[src/rtl/ode_mem_pkg.sv]
// ode_mem_pkg: shared types and solver memory map for the data-memory arbiter
package ode_mem_pkg;
  localparam int ADDR_W_DEF = 64;
  localparam int DATA_W_DEF = 64;
  typedef enum logic [1:0] {IDLE, ISSUE, RD_WAIT, LOCKED} state_e;
  localparam logic [63:0] H_ADDR  = 64'h00;
  localparam logic [63:0] X0_ADDR = 64'h08;
  localparam logic [63:0] X1_ADDR = 64'h10;
  localparam logic [63:0] T_ADDR  = 64'h18;
  localparam logic [63:0] N_ADDR  = 64'h20;
  localparam logic [63:0] L_ADDR  = 64'h28;
endpackage

[src/rtl/ode_mem_arbiter_if.sv]
// ode_mem_arbiter_if: requester bus plus memory-macro side of the arbiter
interface ode_mem_arbiter_if
  import ode_mem_pkg::*;
#(
  parameter int NUM_REQ = 3,
  parameter int ADDR_W  = ADDR_W_DEF,
  parameter int DATA_W  = DATA_W_DEF
);
  logic [NUM_REQ-1:0]        req, we, lock, gnt, rvalid;
  logic [NUM_REQ*ADDR_W-1:0] addr;
  logic [NUM_REQ*DATA_W-1:0] wdata;
  logic [DATA_W-1:0]         rdata, mem_wdata, mem_rdata;
  logic [ADDR_W-1:0]         mem_addr;
  logic                      busy, mem_en, mem_we;
  modport slave (
    input  req, we, lock, addr, wdata, mem_rdata,
    output gnt, rvalid, rdata, busy, mem_en, mem_we, mem_addr, mem_wdata
  );
  modport master (
    output req, we, lock, addr, wdata, mem_rdata,
    input  gnt, rvalid, rdata, busy, mem_en, mem_we, mem_addr, mem_wdata
  );
endinterface

[src/rtl/ode_mem_arbiter_rr_pick.sv]
// rr_pick: combinational round-robin picker, first requester at or after ptr
module rr_pick #(
  parameter int N = 3,
  localparam int IW = $clog2(N)
) (
  input  logic [N-1:0]  req_i,
  input  logic [IW-1:0] ptr_i,
  output logic [IW-1:0] win_o,
  output logic          valid_o
);
  logic [2*N-1:0] dbl;
  always_comb begin
    dbl = {req_i, req_i} >> ptr_i;
    win_o = '0;
    valid_o = 1'b0;
    // descending scan so the nearest requester to ptr is written last
    for (int i = N - 1; i >= 0; i--)
      if (dbl[i]) begin
        valid_o = 1'b1;
        win_o = IW'((int'(ptr_i) + i) % N);
      end
  end
endmodule

[src/rtl/ode_mem_arbiter.sv]
// ode_mem_arbiter: round-robin single-beat access to the solver data memory with owner lock
module ode_mem_arbiter
  import ode_mem_pkg::*;
#(
  parameter int NUM_REQ  = 3,
  parameter int ADDR_W   = ADDR_W_DEF,
  parameter int DATA_W   = DATA_W_DEF,
  parameter int RD_LAT   = 2,
  parameter int LOCK_MAX = 64
) (
  input logic clk,
  input logic reset,
  ode_mem_arbiter_if.slave bus
);
  localparam int IW = $clog2(NUM_REQ);
  localparam int CW = $clog2(LOCK_MAX + 1);
  localparam int RW = $clog2(RD_LAT + 1);
  state_e state_q, state_d;
  logic [IW-1:0] ptr_q, ptr_d, owner_q, owner_d, w_q, w_d, pick_w, cap_w;
  logic [CW-1:0] lock_cnt_q, lock_cnt_d;
  logic [RW-1:0] cnt_q, cnt_d;
  logic we_q, we_d, lk_q, lk_d, pick_v, lock_go, cap, done, keep;
  logic [ADDR_W-1:0] addr_q, addr_d;
  logic [DATA_W-1:0] wdata_q, wdata_d, rdata_q, rdata_d;
  logic [NUM_REQ-1:0] rvalid_q, rvalid_d;
  rr_pick #(.N(NUM_REQ)) u_pick (
    .req_i  (bus.req),
    .ptr_i  (ptr_q),
    .win_o  (pick_w),
    .valid_o(pick_v)
  );
  assign lock_go = bus.req[owner_q] && int'(lock_cnt_q) < LOCK_MAX;
  assign cap     = (state_q == IDLE && pick_v) || (state_q == LOCKED && lock_go);
  assign cap_w   = (state_q == LOCKED) ? owner_q : pick_w;
  assign done    = (state_q == ISSUE && we_q) || (state_q == RD_WAIT && cnt_q == RW'(1));
  assign keep    = lk_q && (int'(lock_cnt_q) + 1 < LOCK_MAX);
  always_comb begin
    state_d = state_q;
    ptr_d = ptr_q;
    owner_d = owner_q;
    lock_cnt_d = lock_cnt_q;
    cnt_d = cnt_q;
    rdata_d = rdata_q;
    rvalid_d = '0;
    w_d = cap ? cap_w : w_q;
    we_d = cap ? bus.we[cap_w] : we_q;
    lk_d = cap ? bus.lock[cap_w] : lk_q;
    addr_d = cap ? bus.addr[cap_w*ADDR_W +: ADDR_W] : addr_q;
    wdata_d = cap ? bus.wdata[cap_w*DATA_W +: DATA_W] : wdata_q;
    case (state_q)
      IDLE: state_d = pick_v ? ISSUE : IDLE;
      ISSUE: begin
        ptr_d = IW'((int'(w_q) + 1) % NUM_REQ);
        cnt_d = RW'(RD_LAT);
        state_d = we_q ? IDLE : RD_WAIT;
      end
      RD_WAIT: begin
        cnt_d = cnt_q - 1'b1;
        rdata_d = (cnt_q == RW'(1)) ? bus.mem_rdata : rdata_q;
        rvalid_d = (cnt_q == RW'(1)) ? NUM_REQ'(1) << w_q : '0;
      end
      LOCKED: begin
        state_d = lock_go ? ISSUE : IDLE;
        owner_d = lock_go ? owner_q : '0;
        lock_cnt_d = lock_go ? lock_cnt_q : '0;
      end
      default: state_d = IDLE;
    endcase
    // a finished write or read either keeps the lock or hands the memory back
    if (done) begin
      state_d = keep ? LOCKED : IDLE;
      owner_d = keep ? w_q : '0;
      lock_cnt_d = keep ? lock_cnt_q + 1'b1 : '0;
    end
  end
  always_ff @(posedge clk) begin
    if (reset) begin
      state_q <= IDLE;
      ptr_q <= '0;
      owner_q <= '0;
      lock_cnt_q <= '0;
      cnt_q <= '0;
      w_q <= '0;
      we_q <= 1'b0;
      lk_q <= 1'b0;
      addr_q <= '0;
      wdata_q <= '0;
      rdata_q <= '0;
      rvalid_q <= '0;
    end else begin
      state_q <= state_d;
      ptr_q <= ptr_d;
      owner_q <= owner_d;
      lock_cnt_q <= lock_cnt_d;
      cnt_q <= cnt_d;
      w_q <= w_d;
      we_q <= we_d;
      lk_q <= lk_d;
      addr_q <= addr_d;
      wdata_q <= wdata_d;
      rdata_q <= rdata_d;
      rvalid_q <= rvalid_d;
    end
  end
  assign bus.gnt       = (state_q == ISSUE) ? NUM_REQ'(1) << w_q : '0;
  assign bus.mem_en    = state_q == ISSUE;
  assign bus.mem_we    = state_q == ISSUE && we_q;
  assign bus.mem_addr  = (state_q == ISSUE) ? addr_q : '0;
  assign bus.mem_wdata = (state_q == ISSUE) ? wdata_q : '0;
  assign bus.busy      = state_q != IDLE;
  assign bus.rvalid    = rvalid_q;
  assign bus.rdata     = rdata_q;
endmodule
[src/flat_wrapper.sv]
// flat-port wrapper written by rule: the top's interface ports become plain ports
module ode_mem_arbiter_flat import ode_mem_pkg::*;
#(
  parameter int NUM_REQ  = 3,
  parameter int ADDR_W   = ADDR_W_DEF,
  parameter int DATA_W   = DATA_W_DEF,
  parameter int RD_LAT   = 2,
  parameter int LOCK_MAX = 64
)
  (clk, reset, bus_req, bus_we, bus_lock, bus_addr, bus_wdata, bus_mem_rdata, bus_gnt, bus_rvalid, bus_rdata, bus_busy, bus_mem_en, bus_mem_we, bus_mem_addr, bus_mem_wdata);
  ode_mem_arbiter_if #(.NUM_REQ(NUM_REQ), .ADDR_W(ADDR_W), .DATA_W(DATA_W)) bus_i ();
  input logic clk;
  input logic reset;
  input wire logic [$bits(bus_i.req)-1:0] bus_req;
  input wire logic [$bits(bus_i.we)-1:0] bus_we;
  input wire logic [$bits(bus_i.lock)-1:0] bus_lock;
  input wire logic [$bits(bus_i.addr)-1:0] bus_addr;
  input wire logic [$bits(bus_i.wdata)-1:0] bus_wdata;
  input wire logic [$bits(bus_i.mem_rdata)-1:0] bus_mem_rdata;
  output wire logic [$bits(bus_i.gnt)-1:0] bus_gnt;
  output wire logic [$bits(bus_i.rvalid)-1:0] bus_rvalid;
  output wire logic [$bits(bus_i.rdata)-1:0] bus_rdata;
  output wire logic [$bits(bus_i.busy)-1:0] bus_busy;
  output wire logic [$bits(bus_i.mem_en)-1:0] bus_mem_en;
  output wire logic [$bits(bus_i.mem_we)-1:0] bus_mem_we;
  output wire logic [$bits(bus_i.mem_addr)-1:0] bus_mem_addr;
  output wire logic [$bits(bus_i.mem_wdata)-1:0] bus_mem_wdata;
  assign bus_i.req = bus_req;
  assign bus_i.we = bus_we;
  assign bus_i.lock = bus_lock;
  assign bus_i.addr = bus_addr;
  assign bus_i.wdata = bus_wdata;
  assign bus_i.mem_rdata = bus_mem_rdata;
  assign bus_gnt = bus_i.gnt;
  assign bus_rvalid = bus_i.rvalid;
  assign bus_rdata = bus_i.rdata;
  assign bus_busy = bus_i.busy;
  assign bus_mem_en = bus_i.mem_en;
  assign bus_mem_we = bus_i.mem_we;
  assign bus_mem_addr = bus_i.mem_addr;
  assign bus_mem_wdata = bus_i.mem_wdata;
  ode_mem_arbiter #(.NUM_REQ(NUM_REQ), .ADDR_W(ADDR_W), .DATA_W(DATA_W), .RD_LAT(RD_LAT), .LOCK_MAX(LOCK_MAX)) u_core (.clk(clk), .reset(reset), .bus(bus_i));
endmodule
[config.mk]
export PLATFORM = sky130hd
export DESIGN_NAME = ode_mem_arbiter_flat
export DESIGN_NICKNAME = d
export VERILOG_FILES = /design/src/rtl/ode_mem_pkg.sv /design/src/rtl/ode_mem_arbiter_if.sv /design/src/rtl/ode_mem_arbiter_rr_pick.sv /design/src/rtl/ode_mem_arbiter.sv /design/src/flat_wrapper.sv
export SDC_FILE = /design/constraint.sdc
export NUM_CORES = 1
export LEC_CHECK = 0
export ABC_CLOCK_PERIOD_IN_PS = 2600
export CAP_MARGIN = 40
export CORE_AREA = 3 3 257 259
export CTS_BUF_LIST = sky130_fd_sc_hd__clkbuf_8
export DETAILED_ROUTE_END_ITERATION = 12
export DIE_AREA = 0 0 260 262
export PLACE_DENSITY = 0.44
export REMOVE_ABC_BUFFERS = 1
export SLEW_MARGIN = 20
export SYNTH_ARGS = -nofsm -noshare
export SYNTH_HDL_FRONTEND = slang
export SYNTH_SLANG_ARGS = --single-unit
[constraint.sdc]
create_clock -name clk -period 2.6 [get_ports clk]
set_clock_uncertainty 0.05 [all_clocks]
set_input_delay 0.26 -clock clk [delete_from_list [all_inputs] [get_ports clk]]
set_output_delay 0.26 -clock clk [all_outputs]
set_load 0.02 [all_outputs]
==> qor.csv <==
metric;value;unit
Max Buffers Root-to-Sink;3;
die area;68100;µm²
worst-case vdd ir drop;0.361;mV
TritonCTS buffer count;46;
row count;93;
post-synth design cell area;11000;µm²
RSZ-0062 raised after global routing;true;
Placed Area;19200;µm²
CP arrival;2150;ps
Post-synth EDFFs;0;
status;complete, no violations;
layout cells sized above 1;0.111;
Cell Pwr Density;871;nW/µm²
crit end category;output pin;
Async SR Flop Fraction;0;
FF+latch count, synth;214;
Clk pin slew, worst setup/hold paths;60;ps
final RePlAce weighted congestion;0.807;
drt via density;4.11;
Ports;660;
CP cell instances;inv_1 -> ha_4 -> buf_12 -> buf_12 -> and2_1 -> dlygate4sd2_1;
initial core utilization;0.172;
Sink Count;214;
vias in the first global route;12400;
dpl hpwl;42000;µm
YS warnings;0;
Fin Hold WS;158;ps
Detailed Routing Iterations Pass 1;5;
htree depth;2;
Port Buffers;659;
Slew headroom;0.524;
clock latency on the worst-skew pair;600;ps
Max Cap Violations;0;
cell mode on critical path;buf_12;
total track usage;0.148;
final wirelength;53700;µm
CP peak stage delay;390;ps
pin count of the biggest net entering global routing;69;
minimum clock period;2460;ps
Layout Cells excl Fill;2863;
Fmax achieved;406;MHz
max-slew violations;0;
wire length per cell;18.8;µm
Core Area;64100;µm²
design area;20100;µm²
Setup WS post-layout;137;ps
first-pass GRT wire length;77200;µm
sequential share of the synthesized area;0.389;
DP Cell Count;2772;
clk root buf;clkbuf_8;
Layout Area Growth over Synthesis;82.3;%
Mapped Cells;1286;
endpoints failing setup;0;
total global routing overflow;0;
via count;11800;
distinct cell type count after synthesis;43;
Slew @ Worst Pin;714;ps
reg2reg setup slack;140;ps
final layout net count;2440;
Die Wd;260;µm
fillers;6764;
mean post-synth cell area;8.56;µm²
Hold WC Path Type;in2reg;
worst endpoint required time;2290;ps
pre-CTS WS;-248;ps
P_leak;8.73;nW
Final Cycle Share;0.947;
CP Launch Type;register;
CTS tree;done;
Layout Utilization;0.313;
Critical-path top delay cell;dlygate4sd2_1;
initial antenna violation count;7;
critical path type;reg2out;
maximum fanout along the worst path;45;
main flop type after synthesis;dfxtp_1;
drt first-iter violations;586;
# DRC;0;
Final Hold Fails;0;
Die H;262;µm
post-route ant nets;0;
-- synthesized netlist by cell type (4+ instances only) --
cell      instances  area, µm²
clkbuf_1         66        248
a22oi_1           4       30.0
ha_1             11        138
o221ai_2         60        901
buf_1             7       26.3
o21ai_0           4       20.0
a21oi_1          74        370
nand2_1         268       1010
nor2_1           16       60.1
and3_1            7       43.8
mux2i_1         132       1320
nand2b_1          7       43.8
dfxtp_1         214       4280
o221ai_1         70        613
inv_1           143        537
buf_2            18       90.1
a311oi_1          4       35.0
and2_1          133        832
nand3_1           4       20.0
buf_6             8       90.1
-- per-stage QoR --
step | total power [mW] | setup TNS [ps]
finish | 17.5 | 0
floorplan | 9.18 | -511220
CTS | 17.8 | 0
global placement | 13.9 | -21050
global route | 18.6 | -595
detailed placement | 14.0 | -23710
-- cells in the final DEF, fill, tap and decap left out, drive strengths merged, types with 6 or more instances in the layout --
cell type,count
diode,7
clkdlybuf4s15,6
nand2,268
inv,160
buf,76
and3,7
ha,11
mux2i,132
o221ai,130
dfxtp,214
a21oi,74
clkbuf,62
nand2b,7
dlygate4sd2,116
and2,133
nor2,16
clkdlybuf4s50,525
-- worst paths after layout --
kind | from | endpoint | cells after the start
max | u_core.state_q[1] | bus_mem_addr[40] | 6
min | bus_mem_rdata[45] | u_core.bus.rdata[45] | 3
min reg2reg | u_core.wdata_q[31] | u_core.wdata_q[31] | 2
max reg2reg | u_core.ptr_q[0] | u_core.wdata_q[59] | 8
-- area by class of cell --
class / count / area [µm²] / share of cell area
flip-flops and latches: 214 / 4290 / 0.214
inverters: 143 / 537 / 0.0268
multi-input cells: 830 / 5790 / 0.289
clock buffers: 55 / 757 / 0.0377
clock inverters: 24 / 186 / 0.00930
diodes: 7 / 17.5 / 0.000873
repair buffers: 735 / 7410 / 0.370
well taps: 855 / 1070 / 0.0533
-- critical path: cells and delay by family, from the launching register on --
family	cells	cell delay [ps]
flip-flops	1	340
buffers and inverters	4	810
AND/OR/NAND/NOR	1	160
adder cells (fa/ha/maj)	1	180
-- layer usage --
layer,share of wire,GRT usage
met5,0.00050,0
met3,0.084,0.0492
met1,0.39,0.169
met2,0.50,0.258
met4,0.030,0.0556
-- registers in the layout, indices dropped and copies added, names as in the netlist --
signal,cells
u_core.bus.rdata,64
u_core.ptr_q,2
u_core.bus.rvalid,3
u_core.lock_cnt_q,7
u_core.w_q,2
u_core.lk_q,1
u_core.owner_q,2
u_core.state_q,2
u_core.we_q,1
u_core.cnt_q,2
u_core.wdata_q,64
u_core.addr_q,64
-- where the power goes --
group	switching [mW]	leakage (nW)	internal, mW	total (mW)
clock	1.65	0.537	2.20	3.86
sequential	0.569	1.75	4.43	5.00
combinational	4.44	6.44	4.17	8.61
-- cell families (layout without fill, tap and decap cells) --
kind of cell,after synthesis,after routing,share of synthesized area
AO/OA/AOI/OAI,231,231,0.190
buffers and inverters,242,957,0.0901
adder cells (fa/ha/maj),11,11,0.0125
other,0,7,0
flip-flops,214,214,0.389
multiplexers,136,136,0.124
AND/OR/NAND/NOR,452,452,0.193
-- timing repair --
action                                  4_1_cts  5_1_grt
hold buffers                                  1        0
resized for setup                           129       28
endpoints found under the setup margin      133      147
buffers inserted                              4        0
hold endpoints to repair                      2        0
Note: power is estimated with default switching activity, not from simulation.
